[src/rtl/cpu_stack_pkg.sv]
// Shared constants, opcodes and FSM state type for the operand stack
// command sequencer.
package cpu_stack_pkg;

  localparam int STACK_W   = 35;
  localparam int STACK_AW  = 11;
  localparam int STACK_MAX = 2047;

  localparam logic [2:0] OP_PUSH = 3'd0;
  localparam logic [2:0] OP_POP  = 3'd1;
  localparam logic [2:0] OP_DUP  = 3'd2;
  localparam logic [2:0] OP_SWAP = 3'd3;
  localparam logic [2:0] OP_OVER = 3'd4;
  localparam logic [2:0] OP_REPL = 3'd5;
  localparam logic [2:0] OP_NOP  = 3'd6;
  localparam logic [2:0] OP_ILL  = 3'd7;

  localparam logic [1:0] ERR_NONE  = 2'd0;
  localparam logic [1:0] ERR_UNDER = 2'd1;
  localparam logic [1:0] ERR_OVER  = 2'd2;
  localparam logic [1:0] ERR_ILL   = 2'd3;

  typedef enum logic [2:0] {
    S_IDLE,
    S_WAIT,
    S_POP,
    S_PUSH_A,
    S_PUSH_B
  } state_e;

endpackage

[src/rtl/stack_sequencer_if.sv]
// Command handshake between decode (master) and the stack sequencer
// (slave): one command per valid/ready transfer.
interface stack_sequencer_if
  import cpu_stack_pkg::*;
#(
  parameter int W  = STACK_W,
  parameter int AW = STACK_AW
);
  logic          cmd_valid;
  logic          cmd_ready;
  logic [2:0]    cmd_op;
  logic [AW-1:0] cmd_n;
  logic [W-1:0]  cmd_data;

  modport master (
    output cmd_valid, cmd_op, cmd_n, cmd_data,
    input  cmd_ready
  );

  modport slave (
    input  cmd_valid, cmd_op, cmd_n, cmd_data,
    output cmd_ready
  );
endinterface

[src/rtl/stack_sequencer.sv]
// Breaks stack commands into one push/pop strobe per cycle for the
// operand stack macro, with depth tracking and a tops settle counter.
module stack_sequencer
  import cpu_stack_pkg::*;
#(
  parameter int W  = STACK_W,
  parameter int AW = STACK_AW
) (
  input  logic          clk,
  input  logic          rst,
  stack_sequencer_if.slave cmd,
  output logic          done,
  output logic          err,
  output logic [1:0]    err_code,
  output logic [AW-1:0] depth,
  output logic          tops_valid,
  output logic          st__push,
  output logic          st__pop,
  output logic [W-1:0]  st__to_push,
  output logic [AW-1:0] st__to_pop,
  input  logic [W-1:0]  st__top_0,
  input  logic [W-1:0]  st__top_1
);

  state_e        state_q, state_d;
  logic [2:0]    op_q, op_d;
  logic [AW-1:0] depth_q, depth_d;
  logic          push_q, push_d, pop_q, pop_d;
  logic [W-1:0]  to_push_q, to_push_d;
  logic [AW-1:0] to_pop_q, to_pop_d;
  logic [W-1:0]  a_q, a_d, b_q, b_d;
  logic          done_q, done_d, err_q, err_d;
  logic [1:0]    code_q, code_d;
  logic [1:0]    cnt_q, cnt_d;

  logic is_push, is_pop, is_dup, is_swap;
  logic is_over, is_rep, illegal;
  logic n_zero, n_gt, at_max, lt2;
  logic under, over, fire;

  assign is_push = cmd.cmd_op == OP_PUSH;
  assign is_pop  = cmd.cmd_op == OP_POP;
  assign is_dup  = cmd.cmd_op == OP_DUP;
  assign is_swap = cmd.cmd_op == OP_SWAP;
  assign is_over = cmd.cmd_op == OP_OVER;
  assign is_rep  = cmd.cmd_op == OP_REPL;
  assign illegal = cmd.cmd_op == OP_ILL;

  assign n_zero = cmd.cmd_n == '0;
  assign n_gt   = cmd.cmd_n > depth_q;
  assign at_max = depth_q == AW'(STACK_MAX);
  assign lt2    = depth_q < AW'(2);

  assign cmd.cmd_ready = state_q == S_IDLE;
  assign tops_valid    = cnt_q == 2'd0;

  always_comb begin
    under = 1'b0;
    over  = 1'b0;
    unique case (1'b1)
      is_pop:  under = n_gt;
      is_rep: begin
        under = n_gt;
        over  = n_zero && at_max;
      end
      is_push: over = at_max;
      is_dup: begin
        under = depth_q == '0;
        over  = at_max;
      end
      is_over: begin
        under = lt2;
        over  = at_max;
      end
      is_swap: under = lt2;
      default: ;
    endcase
  end

  always_comb begin
    state_d   = state_q;
    op_d      = op_q;
    depth_d   = depth_q;
    push_d    = 1'b0;
    pop_d     = 1'b0;
    to_push_d = to_push_q;
    to_pop_d  = to_pop_q;
    a_d       = a_q;
    b_d       = b_q;
    done_d    = 1'b0;
    err_d     = 1'b0;
    code_d    = code_q;
    fire      = 1'b0;

    unique case (state_q)
      S_IDLE: begin
        if (cmd.cmd_valid) begin
          if (illegal) begin
            err_d  = 1'b1;
            code_d = ERR_ILL;
          end else if (under) begin
            err_d  = 1'b1;
            code_d = ERR_UNDER;
          end else if (over) begin
            err_d  = 1'b1;
            code_d = ERR_OVER;
          end else begin
            unique case (1'b1)
              is_push: begin
                push_d    = 1'b1;
                to_push_d = cmd.cmd_data;
                depth_d   = depth_q + AW'(1);
                done_d    = 1'b1;
              end
              is_pop: begin
                if (!n_zero) begin
                  pop_d    = 1'b1;
                  to_pop_d = cmd.cmd_n;
                  depth_d  = depth_q - cmd.cmd_n;
                end
                done_d = 1'b1;
              end
              is_rep: begin
                if (n_zero) begin
                  push_d    = 1'b1;
                  to_push_d = cmd.cmd_data;
                  depth_d   = depth_q + AW'(1);
                  done_d    = 1'b1;
                end else begin
                  pop_d    = 1'b1;
                  to_pop_d = cmd.cmd_n;
                  depth_d  = depth_q - cmd.cmd_n;
                  b_d      = cmd.cmd_data;
                  state_d  = S_PUSH_B;
                end
              end
              is_dup, is_over, is_swap: begin
                op_d = cmd.cmd_op;
                if (tops_valid) fire = 1'b1;
                else state_d = S_WAIT;
              end
              default: done_d = 1'b1;
            endcase
          end
        end
      end
      S_WAIT: if (tops_valid) fire = 1'b1;
      S_POP: begin
        pop_d    = 1'b1;
        to_pop_d = AW'(2);
        depth_d  = depth_q - AW'(2);
        state_d  = S_PUSH_A;
      end
      S_PUSH_A: begin
        push_d    = 1'b1;
        to_push_d = a_q;
        depth_d   = depth_q + AW'(1);
        state_d   = S_PUSH_B;
      end
      S_PUSH_B: begin
        push_d    = 1'b1;
        to_push_d = b_q;
        depth_d   = depth_q + AW'(1);
        done_d    = 1'b1;
        state_d   = S_IDLE;
      end
      default: state_d = S_IDLE;
    endcase

    // Tops are sampled on the edge they are known current.
    if (fire) begin
      unique case (op_d)
        OP_DUP, OP_OVER: begin
          push_d    = 1'b1;
          to_push_d = (op_d == OP_DUP) ? st__top_0 : st__top_1;
          depth_d   = depth_q + AW'(1);
          done_d    = 1'b1;
          state_d   = S_IDLE;
        end
        default: begin
          a_d = st__top_0;
          b_d = st__top_1;
          if (state_q == S_IDLE) begin
            pop_d    = 1'b1;
            to_pop_d = AW'(2);
            depth_d  = depth_q - AW'(2);
            state_d  = S_PUSH_A;
          end else begin
            state_d = S_POP;
          end
        end
      endcase
    end

    if (done_d) code_d = ERR_NONE;
  end

  always_comb begin
    if (push_d || pop_d) cnt_d = 2'd2;
    else if (cnt_q != 2'd0) cnt_d = cnt_q - 2'd1;
    else cnt_d = 2'd0;
  end

  always_ff @(posedge clk) begin
    if (rst) begin
      state_q   <= S_IDLE;
      op_q      <= OP_NOP;
      depth_q   <= '0;
      push_q    <= 1'b0;
      pop_q     <= 1'b0;
      to_push_q <= '0;
      to_pop_q  <= '0;
      a_q       <= '0;
      b_q       <= '0;
      done_q    <= 1'b0;
      err_q     <= 1'b0;
      code_q    <= ERR_NONE;
      cnt_q     <= 2'd2;
    end else begin
      state_q   <= state_d;
      op_q      <= op_d;
      depth_q   <= depth_d;
      push_q    <= push_d;
      pop_q     <= pop_d;
      to_push_q <= to_push_d;
      to_pop_q  <= to_pop_d;
      a_q       <= a_d;
      b_q       <= b_d;
      done_q    <= done_d;
      err_q     <= err_d;
      code_q    <= code_d;
      cnt_q     <= cnt_d;
    end
  end

  assign done        = done_q;
  assign err         = err_q;
  assign err_code    = code_q;
  assign depth       = depth_q;
  assign st__push    = push_q;
  assign st__pop     = pop_q;
  assign st__to_push = to_push_q;
  assign st__to_pop  = to_pop_q;

endmodule

[src/flat_wrapper.sv]
// flat-port wrapper written by rule: the top's interface ports become plain ports
module stack_sequencer_flat import cpu_stack_pkg::*;
#(
  parameter int W  = STACK_W,
  parameter int AW = STACK_AW
)
  (clk, rst, done, err, err_code, depth, tops_valid, st__push, st__pop, st__to_push, st__to_pop, st__top_0, st__top_1, cmd_cmd_valid, cmd_cmd_op, cmd_cmd_n, cmd_cmd_data, cmd_cmd_ready);
  stack_sequencer_if #(.W(W), .AW(AW)) cmd_i ();
  input  logic clk;
  input  logic rst;
  output logic done;
  output logic err;
  output logic [1:0] err_code;
  output logic [AW-1:0] depth;
  output logic tops_valid;
  output logic st__push;
  output logic st__pop;
  output logic [W-1:0] st__to_push;
  output logic [AW-1:0] st__to_pop;
  input  logic [W-1:0] st__top_0;
  input  logic [W-1:0] st__top_1;
  input wire logic [$bits(cmd_i.cmd_valid)-1:0] cmd_cmd_valid;
  input wire logic [$bits(cmd_i.cmd_op)-1:0] cmd_cmd_op;
  input wire logic [$bits(cmd_i.cmd_n)-1:0] cmd_cmd_n;
  input wire logic [$bits(cmd_i.cmd_data)-1:0] cmd_cmd_data;
  output wire logic [$bits(cmd_i.cmd_ready)-1:0] cmd_cmd_ready;
  assign cmd_i.cmd_valid = cmd_cmd_valid;
  assign cmd_i.cmd_op = cmd_cmd_op;
  assign cmd_i.cmd_n = cmd_cmd_n;
  assign cmd_i.cmd_data = cmd_cmd_data;
  assign cmd_cmd_ready = cmd_i.cmd_ready;
  stack_sequencer #(.W(W), .AW(AW)) u_core (.clk(clk), .rst(rst), .cmd(cmd_i), .done(done), .err(err), .err_code(err_code), .depth(depth), .tops_valid(tops_valid), .st__push(st__push), .st__pop(st__pop), .st__to_push(st__to_push), .st__to_pop(st__to_pop), .st__top_0(st__top_0), .st__top_1(st__top_1));
endmodule
[config.mk]
export PLATFORM = sky130hd
export DESIGN_NAME = stack_sequencer_flat
export DESIGN_NICKNAME = d
export VERILOG_FILES = /design/src/rtl/cpu_stack_pkg.sv /design/src/rtl/stack_sequencer_if.sv /design/src/rtl/stack_sequencer.sv /design/src/flat_wrapper.sv
export SDC_FILE = /design/constraint.sdc
export NUM_CORES = 1
export LEC_CHECK = 0
export BUFFER_PORTS_ARGS = -buffer_cell sky130_fd_sc_hd__buf_2
export CAP_MARGIN = 10
export CORE_ASPECT_RATIO = 2
export CORE_MARGIN = 2
export CORE_UTILIZATION = 40
export CTS_CLUSTER_SIZE = 30
export DETAILED_ROUTE_END_ITERATION = 12
export GPL_TIMING_DRIVEN = 0
export PLACE_DENSITY = 0.71
export SLEW_MARGIN = 20
export SYNTH_ARGS = -nofsm -noshare
export SYNTH_HDL_FRONTEND = slang
export SYNTH_SLANG_ARGS = --single-unit
[constraint.sdc]
create_clock -name clk -period 3.7 [get_ports clk]
set_clock_uncertainty 0.15 [all_clocks]
set_input_delay 0.925 -clock clk [delete_from_list [all_inputs] [get_ports clk]]
set_output_delay 0.925 -clock clk [all_outputs]
set_load 0.02 [all_outputs]
Yosys cells after proc, flatten, opt, wreduce, memory -nomap -nowiden
Cells that the tools add are included.

Bits in registers: 141. Bits of input ports: 122. Output and inout port bits: 65.

$add $sub $neg: 4. Magnitude comparators: 2. Equal/unequal tests: 21. Mux-type cells: 100. Bitwise gates (word level): 4. Reductions and logical operators: 22.

Operator list (count): 35-bit 2-to-1 mux (17); 11-bit 2-to-1 mux (18); 35-bit one-hot mux with 3 select lines (1); 35-bit one-hot mux with 2 select lines (1); 11-bit one-hot mux with 3 select lines (2); 3-bit 2-to-1 mux (14); 1-bit 2-to-1 mux (32); 11-bit zero test (2); 11-bit one-hot mux with 2 select lines (1); 3-bit by 2-bit equality test with 1-bit output, second input constant (5); 3-bit equality test, second input constant (5); 1-bit one-hot mux with 2 select lines (7); 3-bit one-hot mux with 4 select lines (1); 2-bit OR reduction (6); 3-bit OR reduction (4); 11-bit by 1-bit adder with 11-bit output, second input constant (1); 11-bit equality test, second input constant (1); 11-bit > comparator (1); 11-bit by 2-bit less-than comparator with 1-bit output, second input constant (1); 11-bit subtractor (1); 11-bit by 2-bit subtractor with 11-bit output, second input constant (1); 3-bit != test, second input constant (3); 2-bit 2-to-1 mux (4); 8-bit AND reduction (1); 18 further kinds (23).

Depth between registers and ports, before layout
Gate-level depths: netlist of run 1.

Depth in word-level cells: 14. Gate-level depth with buffers: 13. Gate-level depth less buffers: 11.

Least setup slack after synthesis of run 1
OpenSTA, ideal clock, no wires.

Path kind: in2reg. From: in cmd_cmd_n[1]. To: reg u_core.depth_q[3], in the netlist u_core.depth[3]. Setup time: 0.116 ns. Data arrival time: 3.149 ns. Slack: 0.285 ns. Stages: 10. Buffers on the path: 0. Cells stage by stage: inv_1 ha_1 nor2b_1 o31a_1 a31o_1 nor4_4 nor4_2 and3_1 a311o_1 a31o_1.

Longest elaborated chain between the ends: 12.

Ends and longest elaborated chain: from (decl) (line flat_wrapper.sv:24) `input wire logic [$bits(cmd_i.cmd_n)-1:0] cmd_cmd_n;`; branches (longest 11 deep; another with 11-bit subtractor); 11-bit 2-to-1 mux * (line stack_sequencer.sv:171) `if (fire) begin`; to (signal assigned) (line stack_sequencer.sv:222) `depth_q <= depth_d;`; to (decl) (line stack_sequencer.sv:27) `logic [AW-1:0] depth_q, depth_d;`.

Every way passes the cells marked *. A chain may end at the register's enable or synchronous reset.

Worst setup path after layout of run 1
From: reg u_core.depth_q[1], in the netlist u_core.depth[1]. To: reg u_core.a_q[31].

Longest elaborated chain between the ends: 12.

Ends and longest elaborated chain: branches (longest 11 deep; another with 11-bit by 2-bit less-than comparator with 1-bit output); 2-bit AND reduction (no source line) *; to (signal assigned) (line stack_sequencer.sv:213) `a_q <= '0;`; to (signal assigned) (line stack_sequencer.sv:227) `a_q <= a_d;`; to (decl) (line stack_sequencer.sv:31) `logic [W-1:0] a_q, a_d, b_q, b_d;`.

Marks and branches as above.

==> key figures, run 1 <==
Run status
  – Status: complete, no violations

Clock network
  – CTS tree: built
  – Worst-Skew Late Latency: 0.44 ns
  – Htree depth: 4
  – Clock slew at reported path FFs: 0.06 ns
  – Root Buffer: clkbuf_16
  – TritonCTS buffer count: 17
  – Max Root-Sink Buffers: 2
  – Clock sink count: 141

Die
  – Rows: 79
  – DIE HEIGHT: 221 um
  – Die area: 24,800 um^2
  – Starting Density: 0.406
  – I/O Pins: 187
  – Core footprint: 23,100 um^2
  – Die Wd: 112 um

Yosys
  – Commonest cells in the netlist: dfxtp_1, nand2_1, a21oi_1, nor2_1, mux2i_1
  – Cells after Synth: 1,137
  – Synth cell types: 90
  – Most common cell in the netlist: dfxtp_1
  – Yosys top cell by area: dfxtp_1
  – Share of synthesized registers carrying an async set or reset: 0
  – #FFs+latches synth: 141
  – Synth top area cells: dfxtp_1, mux2i_1, a21oi_1
  – Synth warn: 0
  – Post-synth EDFFs: 0
  – Register area share after synthesis: 0.301
  – Syn avg cell area: 8.25 um^2
  – Top cell type's share of synthesized area: 0.301
  – Syn Nets: 1,275
  – Top FF cell, synth: dfxtp_1
  – Mapped Area: 9380 um^2

Timing
  – Worst slew margin: 0.313
  – Setup TNS: 0 ns
  – Final period util: 0.994
  – Tmin final: 3.68 ns
  – Final hold violations: 0
  – Worst-Margin Slew: 1.03 ns
  – RSZ-0062 raised after global routing: false
  – Final slew viol count: 0
  – Fmax: 272 MHz
  – Hold WS: 0.306 ns
  – Setup violators final: 0

Setup path
  – Critical Path Start Type: flip-flop
  – CP most frequent cell: buf_4
  – Top delay family on crit path: compound AO/OA/AOI/OAI gates
  – Critical Path Sink Type: flip-flop
  – Critical-path top delay cell: o21ai_0
  – WP depth: 12
  – Crit-path max cell delay: 0.43 ns
  – Worst Path Arrival: 3.89 ns
  – R2R Setup Slk: 0.02 ns
  – Worst-path cell chain: ha_1 -> nand4_1 -> nor4_4 -> buf_4 -> o21ai_0 -> nand2_1 -> a21oi_2 -> o21a_1 -> buf_4 -> buf_4 -> nand2_1 -> a21oi_1
  – Buf/Inv on CP: 3
  – Critical Path Fanout Max: 11
  – Critical path class: reg2reg
  – RR Startpoint: u_core.depth[1]
  – R2R cell count: 12
  – R2r endpoint: u_core.a_q[31]
  – CP required: 3.91 ns

Detailed routing
  – DRT Wirelength: 40,900 um
  – Vias: 10,400
  – Vias per Instance: 6.33
  – DR DRC count: 0
  – Number of routed nets with antenna violations: 0
  – DR iter-0 viols: 582
  – Initial DRT Pass Iterations: 5
  – Wire per inst: 24.8 um

Cells and area
  – Area growth from synthesis to layout: 21.5%
  – Fin cells: 1,650
  – Nets: 1,486
  – Layout cell share with drive strength beyond 1: 0.248
  – Core Util, Final: 0.493

Worst hold path
  – Worst Hold End: u_core.a_q[23]
  – Min-delay src: u_core.a_q[23]
  – Hold depth: 2
  – HP Class: reg2reg

Place
  – DP HPWL: 31,100 um
  – Cells after DPL: 1,605
  – Gpl congestion: 1.04
  – Port buffer count: 185

Global route
  – Gr ovfl total: 0
  – Initial antenna violation count: 6
  – First-pass GRT wire length: 60,000 um
  – GRT Overall Usage: 0.318
  – Largest net degree at the start of global routing: 17
  – Number of global-route vias before repair: 10,600

Pwr
  – Peak supply drop: 402 uV
  – P_leak: 0.00488 uW
  – P per Cell Area: 470 nW/um^2

Flow run
  – Max Cap Viol: 0
## metrics by stage
stage	setup slack [ns]	cell area, um^2	power (uW)
finish	0.0235	11400	5360
global route	0.00759	11400	5520
CTS	0.00146	11300	5300
detailed placement	-0.519	10700	3460
global placement	-0.494	10700	3440
floorplan	0.285	9380	2910
## final cells by class
cell class | count | area [um^2]
Antenna cell | 6 | 15.0
Inverter | 25 | 93.8
Buffer | 96 | 529
Clock inverter | 15 | 195
Fill cell | 2324 | 11700
Clock buffer | 17 | 425
Tap cell | 283 | 354
Timing Repair Buffer | 192 | 991
Sequential cell | 141 | 2820
Multi-Input combinational cell | 875 | 5970
## how the worst max path moves through the flow
stage / startpoint / end / slack, ns
after floorplan: cmd_cmd_n[1] / u_core.depth[3] / 0.28
after global placement: cmd_cmd_n[1] / u_core.st__to_push[9] / -0.49
after detailed placement: cmd_cmd_n[1] / u_core.st__to_push[9] / -0.52
after CTS: u_core.state_q[1] / cmd_cmd_ready / 0.001
after global routing: u_core.depth[1] / u_core.a_q[28] / 0.008
final: u_core.depth[1] / u_core.a_q[31] / 0.02
## logic make-up after synthesis
logic type | synth area share
and+or+nand+nor | 0.193
AOI/OAI and AO/OA | 0.317
buffers and inverters | 0.0663
xor gates and xnor gates | 0.0215
DFF | 0.301
adders and majority gates | 0.0243
muxes | 0.0769
## per-layer routing
layer / part of all wire / vias up / GRT usage
li1: - / 4703 / -
met1: 0.32 / 4952 / 0.295
met2: 0.51 / 556 / 0.576
met3: 0.060 / 234 / 0.0523
met4: 0.11 / 0 / 0.313
met5: 0 / - / 0
## repair_timing
action,in CTS,in global routing
endpoints found under the setup margin,11,134
setup buffers,0,7
pin swaps,0,5
resized for setup,2,8
endpoints found under the hold margin,0,0
gates cloned,0,1
hold buffers,0,0
## cell usage in the layout (no fill, tap or decap), types with 20 or more instances in the layout
cell,count
buf_2,205
dfxtp_1,140
inv_1,24
nor2_1,108
a221oi_1,21
clkbuf_1,49
mux2i_1,71
o22ai_1,20
nand2_1,135
a211oi_1,47
a221o_1,24
a21oi_1,107
o21ai_0,31
## power breakdown
group	total (uW)	internal, uW	switching [uW]
sequential	1770	1650	117
clock	1860	1130	731
combinational	1730	642	1090
total	5360	3420	1940
## tightest hold or removal path, stage by stage, from the launching register on
cell and delay, ns:
dfxtp_1 0.31, nand2_1 0.05, a21oi_1 0.05
## registers in the layout (all words and copies together) (netlist names)
| name | flops |
|---|---|
| u_core.st__to_push | 35 |
| u_core.st__pop | 1 |
| u_core.st__to_pop | 11 |
| u_core.done | 1 |
| u_core.op_q | 3 |
| u_core.state_q | 3 |
| u_core.st__push | 1 |
| u_core.a_q | 35 |
| u_core.depth | 11 |
| u_core.cnt_q | 2 |
| u_core.b_q | 35 |
| u_core.err_code | 2 |
| u_core.err | 1 |
Note: power is estimated with default switching activity, not from simulation.
==> inputs of run 2 (changes only) <==
Settings changed: ABC_AREA from default to 1, BUFFER_PORTS_ARGS -buffer_cell sky130_fd_sc_hd__buf_2 to default, DONT_BUFFER_PORTS from default to 1, MAX_ROUTING_LAYER from default to met4, PLACE_DENSITY 0.71 to 0.64.
==> run 2 against run 1 <==
Effect of this change: critical endpoint is now u_core.st__push; wire length shrank 12%; critical path depth rose by 5; fmax rose by 3.2%; combinational power rose by 75%; register-to-register slack improved by 0.11 ns; largest power group is now combinational cells; count of clock-buffer cells in the layout increased by 8; global-route usage shrank 0.43 points; power increased by 31%; critical path type unchanged; core utilization down 4.2 points; final area fell by 12%; clock power is 13% lower; via count decreased by 5.3%.
==> key figures, run 2 <==
Run status
  – Status: complete, no violations (unchanged)

Global route
  – Largest net degree at the start of global routing: 17 (unchanged)
  – GRT Overall Usage: 0.314 (was 0.318)
  – Initial antenna violation count: 1 (was 6)
  – First-pass GRT wire length: 54,200 um (was 60,000 um)
  – Number of global-route vias before repair: 9,630 (was 10,600)
  – Gr ovfl total: 0 (unchanged)

Setup path
  – CP required: 3.84 ns (was 3.91 ns)
  – R2R cell count: 17 (was 12)
  – RR Startpoint: u_core.depth[1] (unchanged)
  – R2r endpoint: u_core.st__push (was u_core.a_q[31])
  – Buf/Inv on CP: 5 (was 3)
  – Worst-path cell chain: clkinvlp_4 -> ha_1 -> inv_1 -> nor2_1 -> nand2_1 -> nor2_1 -> nand2_1 -> nand2_1 -> nand2_1 -> nand3_4 -> nor2_8 -> o21ai_4 -> inv_4 -> nand3_4 -> buf_4 -> buf_4 -> a21oi_1 (was ha_1 -> nand4_1 -> nor4_4 -> buf_4 -> o21ai_0 -> nand2_1 -> a21oi_2 -> o21a_1 -> buf_4 -> buf_4 -> nand2_1 -> a21oi_1)
  – CP endpoint: u_core.st__push (was u_core.a_q[31])
  – WP depth: 17 (was 12)
  – CP most frequent cell: nand2_1 (was buf_4)
  – Critical Path Fanout Max: 10 (was 11)
  – Crit path from: u_core.depth[1] (unchanged)
  – Crit-path max cell delay: 0.41 ns (was 0.43 ns)
  – Critical Path Start Type: flip-flop (unchanged)
  – Top delay family on crit path: simple AND/OR/NAND/NOR gates (was compound AO/OA/AOI/OAI gates)
  – R2R Setup Slk: 0.14 ns (was 0.02 ns)
  – Critical-path top delay cell: dfxtp_4 (was o21ai_0)
  – Critical path class: reg2reg (unchanged)
  – Critical Path Sink Type: flip-flop (unchanged)
  – Worst Path Arrival: 3.70 ns (was 3.89 ns)

Clock network
  – Clock sink count: 141 (unchanged)
  – Root Buffer: clkbuf_16 (unchanged)
  – Worst-Skew Late Latency: 0.44 ns (about the same)
  – Clock slew at reported path FFs: 0.06 ns (about the same)
  – TritonCTS buffer count: 17 (unchanged)
  – Max Root-Sink Buffers: 2 (unchanged)
  – Hold-fix buffers at CTS: 0 (unchanged)
  – Htree depth: 4 (unchanged)
  – CTS tree: built (unchanged)

Yosys
  – #FFs+latches synth: 141 (unchanged)
  – Register area share after synthesis: 0.313 (was 0.301)
  – Syn Nets: 1,606 (was 1,275)
  – Top FF cell, synth: dfxtp_1 (unchanged)
  – Share of synthesized registers carrying an async set or reset: 0 (unchanged)
  – Syn avg cell area: 6.15 um^2 (was 8.25 um^2)
  – Most common cell in the netlist: nand2_1 (was dfxtp_1)
  – Mapped Area: 9020 um^2 (was 9380 um^2)
  – Top cell type's share of synthesized area: 0.313 (was 0.301)
  – Yosys top cell by area: dfxtp_1 (unchanged)
  – Commonest cells in the netlist: nand2_1, nor2_1, inv_1 (was dfxtp_1, nand2_1, a21oi_1, nor2_1, mux2i_1)
  – Post-synth EDFFs: 0 (unchanged)
  – Cells after Synth: 1,468 (was 1,137)
  – Synth top area cells: dfxtp_1, nand2_1, nor2_1 (was dfxtp_1, mux2i_1, a21oi_1)
  – Synth warn: 0 (unchanged)
  – Synth cell types: 39 (was 90)

Timing
  – RSZ-0062 raised after global routing: false (unchanged)
  – Setup TNS: 0 ns (unchanged)
  – Final hold violations: 0 (unchanged)
  – Fmax: 281 MHz (was 272 MHz)
  – Worst-Margin Slew: 0.838 ns (was 1.03 ns)
  – Final slew viol count: 0 (unchanged)
  – Final setup margin: 0.138 ns (was 0.0235 ns)
  – Final period util: 0.963 (was 0.994)
  – Worst slew margin: 0.437 (was 0.313)
  – Tmin final: 3.56 ns (was 3.68 ns)
  – Setup violators final: 0 (unchanged)

Cells and area
  – Fillers: 2,433 (was 2,324)
  – Storage cell area: 2830 um^2 (was 2820 um^2)
  – Most frequent cells in the layout: nand2_1, nor2_1, inv_1, a21oi_1, o21ai_0 (was buf_2, dfxtp_1, nand2_1, nor2_1, a21oi_1)
  – Cell area after layout: 9990 um^2 (was 11,400 um^2)
  – Area growth from synthesis to layout: 10.7% (was 21.5%)
  – Layout cell share with drive strength beyond 1: 0.0740 (was 0.248)
  – Multi-input logic area: 5160 um^2 (was 5970 um^2)
  – Most common cell after layout, fill and taps aside: nand2_1 (was buf_2)
  – Nets: 1,628 (was 1,486)
  – Fin cells: 1,778 (was 1,650)

Place
  – Port buffer count: 0 (was 185)
  – Worst slack, placed: -0.417 ns (was -0.519 ns)
  – Gpl congestion: 0.940 (was 1.04)
  – DP HPWL: 27,700 um (was 31,100 um)
  – Placed Area: 9370 um^2 (was 10,700 um^2)
  – Cells after DPL: 1,744 (was 1,605)

Pwr
  – Clock power frac: 0.232 (was 0.347)
  – P per Cell Area: 699 nW/um^2 (was 470 nW/um^2)
  – NetSw: 3210 uW (was 1940 uW)
  – Sw frac: 0.460 (was 0.362)
  – Peak supply drop: 368 uV (was 402 uV)
  – Combinational power share: 0.433 (was 0.324)
  – Internal: 3780 uW (was 3420 uW)
  – Seq pwr share: 0.336 (was 0.330)
  – Overall power: 6990 uW (was 5360 uW)
  – P_leak: 0.00444 uW (was 0.00488 uW)

Worst hold path
  – HP Class: reg2reg (unchanged)

Detailed routing
  – Vias: 9,890 (was 10,400)
  – Number of routed nets with antenna violations: 0 (unchanged)
  – DRT Wirelength: 36,100 um (was 40,900 um)
  – Initial DRT Pass Iterations: 5 (unchanged)
  – DR iter-0 viols: 779 (was 582)
  – Wire per inst: 20.3 um (was 24.8 um)
  – Vias per Instance: 5.56 (was 6.33)
  – DR DRC count: 0 (unchanged)

Die
  – Rows: 77 (was 79)
  – I/O Pins: 187 (unchanged)
  – Die Wd: 110 um (was 112 um)
  – Core footprint: 22,200 um^2 (was 23,100 um^2)
  – Starting Density: 0.407 (was 0.406)
  – Die area: 23,900 um^2 (was 24,800 um^2)
  – DIE HEIGHT: 216 um (was 221 um)

Flow run
  – Max Cap Viol: 0 (unchanged)
## run 2: cell types whose count changed in the layout (fill, tap and decap cells not counted), sizes merged, moves of 71 or more
| cell | delta |
|---|---|
| o21ai | +140 |
| nand2 | +206 |
| mux2i | -71 |
| inv | +158 |
| buf | -198 |
| nor2 | +101 |
## run 2: cell families after synthesis
kind of cell               Yosys count  share of synthesized area
DFF                                141                      0.313
AOI/OAI and AO/OA                  391                      0.234
buffers and inverters              264                      0.117
adders and majority gates           16                     0.0230
xor gates and xnor gates            18                     0.0175
and+or+nand+nor                    638                      0.295
## run 2: how the worst min path moves through the flow
stage | endpoint | slack (ns) | cells past startpoint | from
3_3_place_gp | u_core.a_q[2] | 0.28 | 2 | u_core.a_q[2]
5_1_grt | u_core.a_q[1] | 0.32 | 2 | u_core.a_q[1]
3_5_place_dp | u_core.a_q[18] | 0.29 | 2 | u_core.a_q[18]
4_1_cts | u_core.a_q[18] | 0.30 | 2 | u_core.a_q[18]
2_1_floorplan | u_core.a_q[10] | 0.27 | 2 | u_core.a_q[10]
6_report | u_core.a_q[18] | 0.30 | 2 | u_core.a_q[18]
## run 2: worst reg2reg max path, cell delays in order, from the launching register on
cell and delay, ns:
dfxtp_4 0.41, clkinvlp_4 0.16, ha_1 0.25, inv_1 0.07, nor2_1 0.30, nand2_1 0.19
nor2_1 0.14, nand2_1 0.06, nand2_1 0.05, nand2_1 0.11, nand3_4 0.21, nor2_8 0.08
o21ai_4 0.33, inv_4 0.15, nand3_4 0.18, buf_4 0.25, buf_4 0.22, a21oi_1 0.09
## run 2: timing repair
| item | in CTS | in global routing |
|---|---|---|
| setup buffers | 0 | 3 |
| gates resized for setup | 8 | 18 |
| endpoints found under the setup margin | 105 | 125 |
| pin swaps | 0 | 1 |
## run 2: layer usage
layer	part of all wire	vias to the layer above	global-route usage
met5	0	-	-
met4	0.066	0	0.203
met3	0.066	134	0.0755
met2	0.54	415	0.564
met1	0.32	4551	0.283
li1	-	4790	-
## run 2: per-stage QoR
step / util / hold WS (ns)
finish: 0.451 / 0.299
global route: 0.451 / 0.318
CTS: 0.448 / 0.300
detailed placement: 0.423 / 0.292
global placement: 0.423 / 0.284
floorplan: - / 0.275
## run 2: power by group through the flow
stage                     combinational [uW]  sequential [uW]  clock (uW)
after floorplan                         2150             2270           0
after global placement                  2900             2360           0
final                                   3020             2350        1620
after CTS                               2950             2340        1620
after detailed placement                2920             2370           0
after global routing                    3340             2380        1680
## run 2: layout make-up
type / count / share of cell area
Antenna cell: 1 / 0.000250
Buffer: 76 / 0.0366
Clock buffer: 25 / 0.0506
Clock inverter: 5 / 0.00338
Inverter: 188 / 0.0712
Multi-Input combinational cell: 1063 / 0.517
Sequential cell: 141 / 0.283
Tap cell: 276 / 0.0346
Timing Repair Buffer: 3 / 0.00351
==> inputs of run 3 (changes only) <==
Settings changed: ABC_CLOCK_PERIOD_IN_PS from default to 3700, CTS_BUF_LIST from default to sky130_fd_sc_hd__clkbuf_2 sky130_fd_sc_hd__clkbuf_4 sky130_fd_sc_hd__clkbuf_8.
==> run 3 against run 2 <==
Effect of this change: critical path depth is the same; final area shrank 1.8%; sequential power is essentially flat; critical path type unchanged; largest cell class unchanged; largest power group unchanged; highest routed layer unchanged.
==> key figures, run 3 (synthesis results as in run 2) <==
Clock network
  – CTS tree: built (unchanged)
  – Hold-fix buffers at CTS: 0 (unchanged)
  – Root Buffer: clkbuf_8 (was clkbuf_16)
  – Worst-Skew Late Latency: 0.50 ns (was 0.44 ns)
  – Max Root-Sink Buffers: 2 (unchanged)
  – TritonCTS buffer count: 17 (unchanged)
  – Clock slew at reported path FFs: 0.08 ns (was 0.06 ns)
  – Clock sink count: 141 (unchanged)
  – Htree depth: 4 (unchanged)

Global route
  – Gr ovfl total: 0 (unchanged)
  – Largest net degree at the start of global routing: 17 (unchanged)
  – Number of global-route vias before repair: 9,662 (was 9,630)
  – Initial antenna violation count: 1 (unchanged)
  – First-pass GRT wire length: 54,100 um (was 54,200 um)
  – GRT Overall Usage: 0.314 (about the same)

Timing
  – Worst slew margin: 0.440 (was 0.437)
  – Final hold violations: 0 (unchanged)
  – Final period util: 0.992 (was 0.963)
  – Worst-Margin Slew: 0.834 ns (was 0.838 ns)
  – Setup TNS: 0 ns (unchanged)
  – Fmax: 272 MHz (was 281 MHz)
  – Final slew viol count: 0 (unchanged)
  – Setup violators final: 0 (unchanged)
  – Tmin final: 3.67 ns (was 3.56 ns)

Pwr
  – P_leak: 0.00436 uW (was 0.00444 uW)
  – Overall power: 6560 uW (was 6990 uW)
  – Peak supply drop: 332 uV (was 368 uV)
  – P per Cell Area: 668 nW/um^2 (was 699 nW/um^2)

Die
  – DIE HEIGHT: 216 um (unchanged)
  – Rows: 77 (unchanged)
  – Starting Density: 0.407 (unchanged)
  – Die Wd: 110 um (unchanged)
  – I/O Pins: 187 (unchanged)
  – Core footprint: 22,200 um^2 (unchanged)
  – Die area: 23,900 um^2 (unchanged)

Run status
  – Status: complete, no violations (unchanged)

Setup path
  – Critical path class: reg2reg (unchanged)
  – CP required: 3.89 ns (was 3.84 ns)
  – Critical Path Start Type: flip-flop (unchanged)
  – Worst Path Arrival: 3.86 ns (was 3.70 ns)
  – Critical Path Sink Type: flip-flop (unchanged)
  – R2R Setup Slk: 0.03 ns (was 0.14 ns)
  – Critical Path Fanout Max: 10 (unchanged)

Detailed routing
  – Number of routed nets with antenna violations: 0 (unchanged)
  – Wire per inst: 20.3 um (about the same)
  – Vias per Instance: 5.58 (was 5.56)
  – DRT Wirelength: 36,100 um (about the same)
  – DR DRC count: 0 (unchanged)
  – Vias: 9,934 (was 9,890)
  – DR iter-0 viols: 860 (was 779)
  – Initial DRT Pass Iterations: 8 (was 5)

Place
  – Port buffer count: 0 (unchanged)
  – Gpl congestion: 0.940 (unchanged)
  – Placed Area: 9370 um^2 (unchanged)
  – DP HPWL: 27,700 um (unchanged)

Cells and area
  – Multi-input logic area: 5160 um^2 (unchanged)
  – Most frequent cells in the layout: nand2_1, nor2_1, inv_1, a21oi_1, o21ai_0 (unchanged)
  – Most common cell after layout, fill and taps aside: nand2_1 (unchanged)
  – Storage cell area: 2830 um^2 (about the same)
  – Area growth from synthesis to layout: 8.72% (was 10.7%)
  – Fillers: 2,452 (was 2,433)
  – Cell area after layout: 9810 um^2 (was 9990 um^2)
  – Nets: 1,630 (was 1,628)
  – Core Util, Final: 0.443 (was 0.451)
  – Layout cell share with drive strength beyond 1: 0.0758 (was 0.0740)

Worst hold path
  – HP Class: reg2reg (unchanged)

Flow run
  – Max Cap Viol: 0 (unchanged)
run 3: cell count changes in the layout (fill, tap and decap cells not counted), moves of 3 or more:
| cell | before | now |
|---|---|---|
| clkbuf_16 | 17 | 0 |
| clkbuf_8 | 5 | 22 |
| clkbuf_1 | 35 | 31 |
| buf_4 | 6 | 9 |
| clkbuf_4 | 0 | 3 |
run 3: layer usage:
layer / track usage / vias up / routed length, um
li1: - / 4793 / -
met1: 0.283 / 4567 / 11500
met2: 0.561 / 427 / 19500
met3: 0.0704 / 147 / 2480
met4: 0.217 / 0 / 2630
met5: - / - / 0
run 3: final cells by class:
cell class,count,share of cell area
Timing Repair Buffer,5,0.00383
Buffer,76,0.0372
Multi-Input combinational cell,1063,0.526
Clock inverter,5,0.00344
Sequential cell,141,0.288
Inverter,188,0.0722
Antenna cell,2,0.000510
Clock buffer,25,0.0332
Tap cell,276,0.0352
run 3: report_power, final:
part           internal [uW]  switching [uW]
combinational            954            2060
sequential              1880             459
clock                    566             635
total                   3400            3160
run 3: timing repair:
item | 4_1_cts | 5_1_grt
setup buffers | 0 | 5
resized for setup | 9 | 14
setup endpoints to repair | 108 | 126
pin swaps | 0 | 3
run 3: worst max-delay path, cell delays in order, from the launching register on:
cell and delay (ns):
dfxtp_2 0.42, inv_1 0.24, ha_1 0.28, inv_1 0.08, nor2_1 0.31, nand2_1 0.19
nor2_1 0.14, nand2_1 0.06, nand2_1 0.05, nand2_1 0.11, nand3_4 0.21, nor2_8 0.08
o21ai_4 0.30, inv_4 0.13, nand3_4 0.17, buf_4 0.24, buf_4 0.23, a21oi_1 0.10
run 3: final timing paths:
kind,from,to,cells past startpoint
worst min-delay path,u_core.a_q[6],u_core.a_q[6],2
worst min register to register,u_core.a_q[6],u_core.a_q[6],2
worst max register to register,u_core.depth[1],u_core.st__push,17
worst max-delay path,u_core.depth[1],u_core.st__push,17
run 3: per-stage QoR:
stage	setup WS, ns	hold WS, ns	std cells
after floorplan	0.465	0.275	1468
after global placement	-0.420	0.284	1744
after detailed placement	-0.417	0.292	1744
after CTS	0.000283	0.302	1774
after global routing	-0.000194	0.321	1780
final	0.0280	0.301	1781
